===== src/rtl/logical_pkg.sv =====
// Shared types and helpers for the logical-operator family.
package logical_pkg;

  typedef enum logic [1:0] {
    IDLE = 2'd0,
    SCAN = 2'd1,
    DONE = 2'd2
  } snot_state_t;

  // Bit-counter width for an n-bit serial scan.
  function automatic int cnt_width(input int n);
    return $clog2(n);
  endfunction

endpackage


===== src/rtl/serial_logical_not.sv =====
// Bit-serial zero detect: accepts an N-bit operand, scans it LSB first one
// bit per clock and returns c = ~|a over a valid/ready handshake.
//
//   state | meaning
//   ------+-------------------------------------------------------------
//   IDLE  | a_ready high, waiting for an operand
//   SCAN  | shifting the operand out of sh, OR-ing each bit into acc
//   DONE  | result held on c with c_valid high until c_ready
module serial_logical_not
  import logical_pkg::*;
#(
  parameter int N          = 8,
  parameter bit EARLY_EXIT = 1'b1
) (
  input  logic         clk,
  input  logic         rst_n,
  input  logic         a_valid,
  output logic         a_ready,
  input  logic [N-1:0] a,
  output logic         c_valid,
  input  logic         c_ready,
  output logic         c,
  output logic         busy
);

  localparam int CW = cnt_width(N);
  localparam logic [CW-1:0] CNT_LAST = CW'(N - 1);

  snot_state_t   state, state_nx;
  logic [N-1:0]  sh, sh_nx;
  logic          acc, acc_nx;
  logic [CW-1:0] cnt, cnt_nx;
  logic          c_q, c_nx;
  logic          acc_scan;
  logic          scan_exit;

  // State, datapath and registered result.
  always_ff @(posedge clk or negedge rst_n) begin
    if (!rst_n) begin
      state <= IDLE;
      sh    <= '0;
      acc   <= 1'b0;
      cnt   <= '0;
      c_q   <= 1'b0;
    end else begin
      state <= state_nx;
      sh    <= sh_nx;
      acc   <= acc_nx;
      cnt   <= cnt_nx;
      c_q   <= c_nx;
    end
  end

  // Next-state and datapath update; everything holds unless the state acts.
  always_comb begin
    state_nx  = state;
    sh_nx     = sh;
    acc_nx    = acc;
    cnt_nx    = cnt;
    c_nx      = c_q;
    acc_scan  = acc | sh[0];
    scan_exit = (cnt == CNT_LAST) || (EARLY_EXIT && sh[0]);
    case (state)
      IDLE: begin
        if (a_valid) begin
          sh_nx    = a;
          acc_nx   = 1'b0;
          cnt_nx   = '0;
          state_nx = SCAN;
        end
      end
      SCAN: begin
        acc_nx = acc_scan;
        sh_nx  = sh >> 1;
        // cnt may wrap on the exit edge; it is reloaded on the next acceptance.
        cnt_nx = cnt + CW'(1);
        if (scan_exit) begin
          c_nx     = ~acc_scan;
          state_nx = DONE;
        end
      end
      DONE: begin
        if (c_ready) begin
          state_nx = IDLE;
        end
      end
      default: begin
        state_nx = IDLE;
      end
    endcase
  end

  assign a_ready = (state == IDLE);
  assign c_valid = (state == DONE);
  assign busy    = (state != IDLE);
  assign c       = c_q;

endmodule


===== config.mk =====
export PLATFORM = sky130hd
export DESIGN_NAME = serial_logical_not
export DESIGN_NICKNAME = d
export VERILOG_FILES = /design/src/rtl/logical_pkg.sv /design/src/rtl/serial_logical_not.sv
export SDC_FILE = /design/constraint.sdc
export NUM_CORES = 1
export LEC_CHECK = 0
export CAP_MARGIN = 20
export CORE_MARGIN = 2
export CORE_UTILIZATION = 58
export CTS_CLUSTER_SIZE = 24
export DETAILED_ROUTE_END_ITERATION = 6
export DONT_BUFFER_PORTS = 1
export PLACE_DENSITY = 0.74
export SETUP_SLACK_MARGIN = 0.15
export SLEW_MARGIN = 20
export SYNTH_ARGS = -nofsm -noshare
export SYNTH_HDL_FRONTEND = slang
export SYNTH_SLANG_ARGS = --single-unit

===== constraint.sdc =====
create_clock -name clk -period 4.3 [get_ports clk]
set_clock_uncertainty 0.2 [all_clocks]
set_input_delay 0.43 -clock clk [delete_from_list [all_inputs] [get_ports clk]]
set_output_delay 0.43 -clock clk [all_outputs]
set_load 0.005 [all_outputs]

==> metrics.csv <==
metric,value,unit
status,finished clean,
Fin. Hold Viols,0,
Iter 0 DRT Violations,7,
initial antenna violation count,0,
first-pass GRT wire length,2180,um
utilization after layout,0.620,
antenna cells,0,
ys async rst share,1.00,
final worst-path cycle share,0.421,
Sw Share,0.383,
clock latency at the later pin of the worst-skew pair,0.27,ns
Rows,13,
R2R depth,5,
met2 Track Usage GR,0.313,
post-DR vias/cell,5.98,
port bufs,0,
Commonest cells post-synth,"dfrtp_1 (15), nand3b_1 (6), nor2_1 (6), o221a_1 (6)",
TritonCTS clock tree,yes,
f_max,553,MHz
nets,82,
"Seq/Total Area, Yosys",0.477,
Switch Pwr,0.000213,W
area grow syn2layout,1.27,%
worst stage delay on the critical path,0.55,ns
cell count after synthesis,66,
Max Cap Viol,0,
Yosys cell types,23,
DRT antenna net count,0,
GP Congestion,0.688,
syn nets,80,
top_reg_cell synth,dfrtp_1,
total core area,1280,um2
DRC,0,
Worst-path clk slew,0.09,ns
vias in the first global route,504,
worst hold path depth,2,
setup slack after placement,2.73,ns
die height,40.8,um
max-slew violations,0,
worst-path cell chain,nor2_4 -> inv_1,
total grt overflow,0,
Synth Cell Area,787,um2
Root Buffer,clkbuf_4,
Sequential Power Share,0.484,
Post-synth EDFFs,0,
Ports,16,
first drt pass iteration count,4,
crit path launch type,flop,
Max-slew headroom,0.563,
CP max stage cell,dfrtp_1,
Internal,0.000343,W
# setup viols final,0,
Die W,40.8,um
most numerous cell in the Yosys netlist,dfrtp_1,
Crit Path Class,flop to primary output,
worst min path class,input port to flop,
WP data required,3.67,ns
Starting Density,0.612,
Pwr Density,697,nW/um2
Final Critical Period,1.81,ns
gr usage total,0.201,
Min Hold Slack,0.0868,ns
wire per inst,16.0,um
DIE AREA,1670,um2
measured slew at the worst slew-check pin,0.653,ns
#FFs+latches synth,15,
Leak,0.339,nW
unrepaired setup endpoints after global routing,no,
CP arrival,1.18,ns
Yosys top cell area share,0.477,
synth top area cells,"dfrtp_1 (48%), o221a_1 (8.6%), buf_6 (5.7%), nand3b_1 (5.7%), nand2b_4 (3.5%)",
Max Buffers Root-to-Sink,2,
M3 GR Usage,0.0435,
layout cell share with drive strength beyond 1,0.194,
CTS H-tree depth,1,
Via Count,490,
fin worst setup slack,2.49,ns
Clk pwr share,0.141,
Peak VDD IR,0.000369,V
Post-Syn Area per Cell,11.9,um2
sum of negative setup slack,0,ns
Most Crowded Layer GR,met2,
post-DP HPWL,981,um
leading area contributor after synthesis,dfrtp_1,
PostCTS Resize Cnt,0,
cts bufs inserted,3,
routed wire length,1320,um
CP Capture Type,primary output,
largest net degree at the start of global routing,16,
worst-path fanout max,12,
Comb pwr share,0.375,
Yosys warnings,0,
met1 Track Usage GR,0.270,
Sink Count,15,
-- timing repair --
| action | CTS | global route |
|---|---|---|
| endpoints found under the hold margin | 15 | 0 |
| setup buffers | 0 | 0 |
| hold buffers | 1 | 0 |
-- worst max-delay path, delay by kind of cell (launching register included) --
kind,cells,cell delay (ns)
flip-flops,1,0.55
AND/OR/NAND/NOR,1,0.26
buffers and inverters,1,0.09
-- cells by family (layout without fill, tap and decap cells) --
family          after synthesis  after routing  share of synthesized area
compound gates               21             21                      0.250
simple gates                 19             19                      0.161
flops                        15             15                      0.477
buf+inv                       9             10                     0.0811
fa+ha+maj                     2              2                     0.0318
-- metrics by stage --
step	power [W]	area (um2)	instances
after floorplan	0.000462	787	66
after global placement	0.000467	761	77
after detailed placement	0.000480	761	77
after CTS	0.000561	797	82
after global routing	0.000605	797	82
final	0.000556	797	82
-- layout by cell type, fill, tap and decap left out --
cell type,count
nor2_4,1
or3_1,1
o21ai_2,2
o41ai_2,1
nand2b_4,2
o21bai_1,1
o21ba_4,1
a21oi_1,3
nand2_1,2
o21ai_0,2
clkbuf_1,1
inv_2,1
o221a_1,6
nand2b_1,1
inv_1,4
a21oi_2,1
nor2_1,6
ha_1,2
o31ai_1,1
o22ai_2,1
dfrtp_1,15
clkbuf_4,3
a22o_1,2
nand3b_1,6
dlygate4sd3_1,1
-- registers in the layout, summed over array words and instances, names as in the netlist --
register,count
sh,8
cnt,3
c,1
acc,1
state,2
-- power groups by stage --
stage	Combinational [W]	Clock (W)	Sequential [W]
finish	0.000209	0.0000781	0.000269
global route	0.000239	0.0000854	0.000281
CTS	0.000212	0.0000796	0.000269
detailed placement	0.000208	0	0.000272
global placement	0.000200	0	0.000267
floorplan	0.000223	0	0.000239
-- metal layers --
metal / part of all wire / vias up
li1: - / 240
met1: 0.49 / 240
met2: 0.45 / 8
met3: 0.052 / 2
met4: 0.0076 / 0
met5: 0 / -
-- worst paths after layout --
check                      startpoint  endpoint  slack, ns
min in group asynchronous       rst_n     sh[2]       0.42
max in group asynchronous       rst_n    cnt[0]       3.07
min reg2reg                       acc         c       0.31
max                          state[0]      busy       2.49
min                              a[7]     sh[7]       0.09
max reg2reg                    cnt[0]  state[0]       2.72
-- final cells by class --
cell class	count	area, um2
clock buffers	4	26.3
fillers	111	488
flip-flops and latches	15	375
repair buffers	1	10.0
inverters	5	18.8
well taps	15	18.8
multi-input cells	42	348
Power figures use the tool's default switching activity.
==> patch 1 (same flow settings) <==
Set the parameter `N` to 12 (it was 8).
--- a/src/rtl/serial_logical_not.sv
+++ b/src/rtl/serial_logical_not.sv
@@ -10,5 +10,5 @@
   import logical_pkg::*;
 #(
-  parameter int N          = 8,
+  parameter int N          = 12,
   parameter bit EARLY_EXIT = 1'b1
 ) (
Interface: changed (resized a); port bits go from 16 to 20. No check against the original RTL was run, so the function may have changed too.
==> patch 1 against the unedited design <==
- total power up 35%
- sequential cell count is 5 higher
- global-route usage is 2.5 points higher
- non-clock buffer count stayed put
- area after synthesis increased by 26%
- die area rose by 24%
- cell area increased by 29%
- routed wire length increased by 46%
- combinational power rose by 9%
- setup slack worse by 260 ps
- sequential share of layout area increased by 1.6 points
==> patch 1: results (changes against the unedited design) <==
- Largest net degree at the start of global routing: 23 (was 16)
- Tightest Pin Transition: 902 ps (was 653 ps)
- Met1 usage: 0.330 (was 0.270)
- CP max FO: 22 (was 12)
- CTS Root Cell: clkbuf_4 (unchanged)
- Detailed Route WL: 1.92 mm (was 1.32 mm)
- WP data arrival: 1440 ps (was 1180 ps)
- Routing usage on met2: 0.341 (was 0.313)
- Detail Placement HPWL: 1.29 mm (was 981 um)
- Clock slew at reported path FFs: 120 ps (was 90 ps)
- R2R cell count: 3 (was 5)
- Cell variety after synth: 26 (was 23)
- Maximum VDD drop: 396 uV (was 369 uV)
- Clk buf depth: 2 (unchanged)
- Port bufs: 0 (unchanged)
- Top cells by count, synth: dfrtp_1, nand2_1, a22oi_1, o21ai_1, o21ai_0 (was dfrtp_1, nand3b_1, nor2_1, o221a_1)
- First-pass GRT wire length: 3.32 mm (was 2.18 mm)
- Met3 usage: 0.0278 (was 0.0435)
- Hold_buf cts: 1 (unchanged)
- Final #Nets: 117 (was 82)
- Run status: complete, no violations (unchanged)
- Gp weighted congestion: 0.730 (was 0.688)
- YS warnings: 0 (unchanged)
- DR pass1 iterations: 4 (unchanged)
- Sequential fraction of the synthesis area: 0.504 (was 0.477)
- Top post-synthesis cells by area: dfrtp_1, a22oi_1, o21ai_1 (was dfrtp_1, o221a_1, buf_6)
- Via count: 714 (was 490)
- Total number of H-tree levels: 1 (unchanged)
- Mux cell area share after synthesis: 0.0151 (was 0)
- N_diodes: 0 (unchanged)
- Ratio of cells with drive above 1 in the final layout: 0.0909 (was 0.194)
- Synth async-reset ratio: 1.00 (unchanged)
- DRT iter0 DRCs: 7 (unchanged)
- CTS buffer count: 3 (unchanged)
- Compound-Gate Fraction of Synth Area: 0.237 (was 0.250)
- Clock latency on the worst-skew pair: 300 ps (was 270 ps)
- Busiest layer in global routing: met2 (unchanged)
- Hold depth: 1 (was 2)
- Int Power: 0.480 mW (was 0.343 mW)
- Biggest regs: sh (12), cnt (4), state (2) (was sh (8), cnt (3), state (2))
- Hold Startpoint: c_ready (was a[7])
- Post-cts gate resize count: 0 (unchanged)
- Total GRT Usage: 0.226 (was 0.201)
- P_leak: 0.471 nW (was 0.339 nW)
- Initial antenna violation count: 0 (unchanged)
- Post-Synth XOR/XNOR Area: 0 (unchanged)
- Adder-Cell Fraction of Synth Area: 0.0126 (was 0.0318)
[patch 1: cell types whose count changed after synthesis, sizes merged, moves of 3 or more]
cell    before  now
o21ai        4   17
nand2        2   13
a22oi        0   10
nand3b       6    0
o221a        6    0
and2b        0    5
dfrtp       15   20
nor2         7    2
nand3        0    3
[patch 1: logic make-up (layout without fill, tap and decap cells)]
group	Yosys count	after routing
buffers and inverters	11	10
AOI/OAI and AO/OA	37	37
muxes	1	1
and+or+nand+nor	30	30
DFF	20	20
adders and majority gates	1	1
[patch 1: worst max-delay path, cell delays in order (launching register included)]
cell and delay, ps:
dfrtp_1 640, or2_2 420, inv_1 70
[patch 1: area by class of cell]
class	count	area (um2)
Clock inverter	1	30.0
Timing Repair Buffer	1	10.0
Fill cell	132	531
Sequential cell	20	500
Clock buffer	3	22.5
Inverter	5	18.8
Multi-Input combinational cell	69	427
Tap cell	16	20.0
[patch 1: layer usage]
| metal | wire length (um) | vias to the layer above |
|---|---|---|
| li1 | - | 353 |
| met1 | 928 | 347 |
| met2 | 920 | 12 |
| met3 | 56 | 2 |
| met4 | 12 | 0 |
| met5 | 0 | - |
[patch 1: path summary, 6_finish.rpt]
path,end,slack (ps)
hold / removal,state[1]$_DFFE_PN0P_,30
min in group asynchronous,acc$_DFFE_PN0P_,490
setup / recovery,a_ready,2230
max in group asynchronous,cnt[1]$_DFFE_PN0P_,2850
setup reg to reg,sh[7]$_DFFE_PN0P_,2440
hold reg to reg,sh[6]$_DFFE_PN0P_,310
[patch 1: power by group through the flow]
| stage | combinational, mW | clock [mW] | sequential (mW) |
|---|---|---|---|
| 2_1_floorplan | 0.244 | 0 | 0.321 |
| 3_3_place_gp | 0.216 | 0 | 0.367 |
| 3_5_place_dp | 0.224 | 0 | 0.373 |
| 4_1_cts | 0.230 | 0.155 | 0.373 |
| 5_1_grt | 0.264 | 0.159 | 0.389 |
| 6_report | 0.227 | 0.152 | 0.373 |
[patch 1: through the flow]
step                setup WS [ps]  cell area [um2]  hold WS, ps  cells
floorplan                    2740              993        -65.6    100
finish                       2230             1030         29.7    115
detailed placement           2480              966        -65.2    110
global placement             2600              966        -65.2    110
CTS                          2230             1030         24.0    115
global route                 2140             1030         29.2    115
==> patch 2 (same settings) <==
Made on the original files. Re-encode `snot_state_t` (3 states) as one-hot, 3 bits wide.
--- a/src/rtl/logical_pkg.sv
+++ b/src/rtl/logical_pkg.sv
@@ -2,8 +2,8 @@
 package logical_pkg;
 
-  typedef enum logic [1:0] {
-    IDLE = 2'd0,
-    SCAN = 2'd1,
-    DONE = 2'd2
+  typedef enum logic [2:0] {
+    IDLE = 3'b001,
+    SCAN = 3'b010,
+    DONE = 3'b100
   } snot_state_t;
 
Check against the original RTL: same outputs for any inputs over 10 cycles, from zero or initial values and one cycle with rst_n low; not proved beyond that.
==> patch 2 against the unedited design <==
- cell area decreased by 0.16%
- synthesized cell count stayed put
- total power down 1.8%
- via count is 1.0% higher
- area after synthesis down 1.9%
- setup slack got worse by 52 ps
- routed wire length shrank 1.7%
- utilization grew 0.70 points
- hold slack improved by 13 ps
- sequential cell count rose by 1
- largest power group unchanged
- critical path type is now flop to flop
- count of clock-buffer cells in the layout unchanged
==> patch 2: results (changes against the unedited design) <==
- Placement Setup Slack: 2480 ps (was 2730 ps)
- Hold Startpoint: a_valid (was a[7])
- Worst r2r src: state[1]$_DFFE_PN0P_ (was cnt[0]$_DFFE_PN0P_)
- Largest net degree at the start of global routing: 17 (was 16)
- Routing usage on met2: 0.246 (was 0.313)
- WL/cell: 15.8 um (was 16.0 um)
- Met1 usage: 0.287 (was 0.270)
- Total GRT Usage: 0.196 (was 0.201)
- WL met3: 74 um (was 68 um)
- Top cells by count, synth: dfrtp_1, nand2b_1, o221a_2 (was dfrtp_1, nand3b_1, nor2_1, o221a_1)
- DRT iter0 DRCs: 14 (was 7)
- Fill cells: 96 (was 111)
- Maximum VDD drop: 353 uV (was 369 uV)
- Run status: complete, no violations (unchanged)
- Gp weighted congestion: 0.661 (was 0.688)
- Top post-synthesis cells by area: dfrtp_1, o221a_2, nand2b_1 (was dfrtp_1, o221a_1, buf_6)
- Hold path endpoint: state[1]$_DFFE_PN0P_ (was sh[7]$_DFFE_PN0P_)
- Cell variety after synth: 25 (was 23)
- Sequential fraction of the synthesis area: 0.520 (was 0.477)
- Met3 usage: 0.0556 (was 0.0435)
- Worst slew margin: 0.529 (was 0.563)
- Ratio of cells with drive above 1 in the final layout: 0.209 (was 0.194)
- P_leak: 0.344 nW (was 0.339 nW)
- WHS: 99.6 ps (was 86.8 ps)
- Reg2Reg Setup Slack: 2440 ps (was 2720 ps)
- Cell Area, Placed: 759 um2 (was 761 um2)
[patch 2: cell count changes in the layout (fill, tap and decap cells not counted), moves of 3 or more]
cell,before,now
o221a_2,0,7
nand2b_1,1,7
nand3b_1,6,2
inv_1,4,1
o221a_1,6,0
[patch 2: how the worst max path moves through the flow]
stage	endpoint	slack, ps	start
floorplan	c$_DFFE_PN0P_	2520	state[0]$_DFFE_PN1P_
CTS	c$_DFFE_PN0P_	2460	state[1]$_DFFE_PN0P_
finish	c$_DFFE_PN0P_	2440	state[1]$_DFFE_PN0P_
detailed placement	c$_DFFE_PN0P_	2480	state[1]$_DFFE_PN0P_
global route	sh[2]$_DFFE_PN0P_	2360	state[1]$_DFFE_PN0P_
global placement	c$_DFFE_PN0P_	2510	state[2]$_DFFE_PN0P_
[patch 2: layout make-up]
class | count | area [um2] | share of cell area
multi-input cells | 45 | 335 | 0.421
flip-flops and latches | 16 | 402 | 0.505
well taps | 15 | 18.8 | 0.0236
inverters | 1 | 3.75 | 0.00472
clock buffers | 4 | 26.3 | 0.0330
repair buffers | 1 | 10.0 | 0.0126
[patch 2: repair_timing]
item | in CTS | in global routing
hold buffers | 1 | 0
hold endpoints to repair | 16 | 0
gates resized for setup | 0 | 0
[patch 2: logic make-up after synthesis]
logic type	Yosys count	synth area share
adder cells (fa/ha/maj)	2	0.0324
flip-flops	16	0.520
AND/OR/NAND/NOR	28	0.225
multiplexers	2	0.0259
buffers and inverters	5	0.0454
AO/OA/AOI/OAI	13	0.151
[patch 2: where the power goes]
group	internal (mW)	switching, mW
logic	0.100	0.0924
clock network	0.0360	0.0444
registers	0.219	0.0536
[patch 2: worst max-delay path, stage by stage (launching register included)]
cell and delay (ps):
dfrtp_1 460, or3b_1 530, or4b_1 520, nand3_1 90
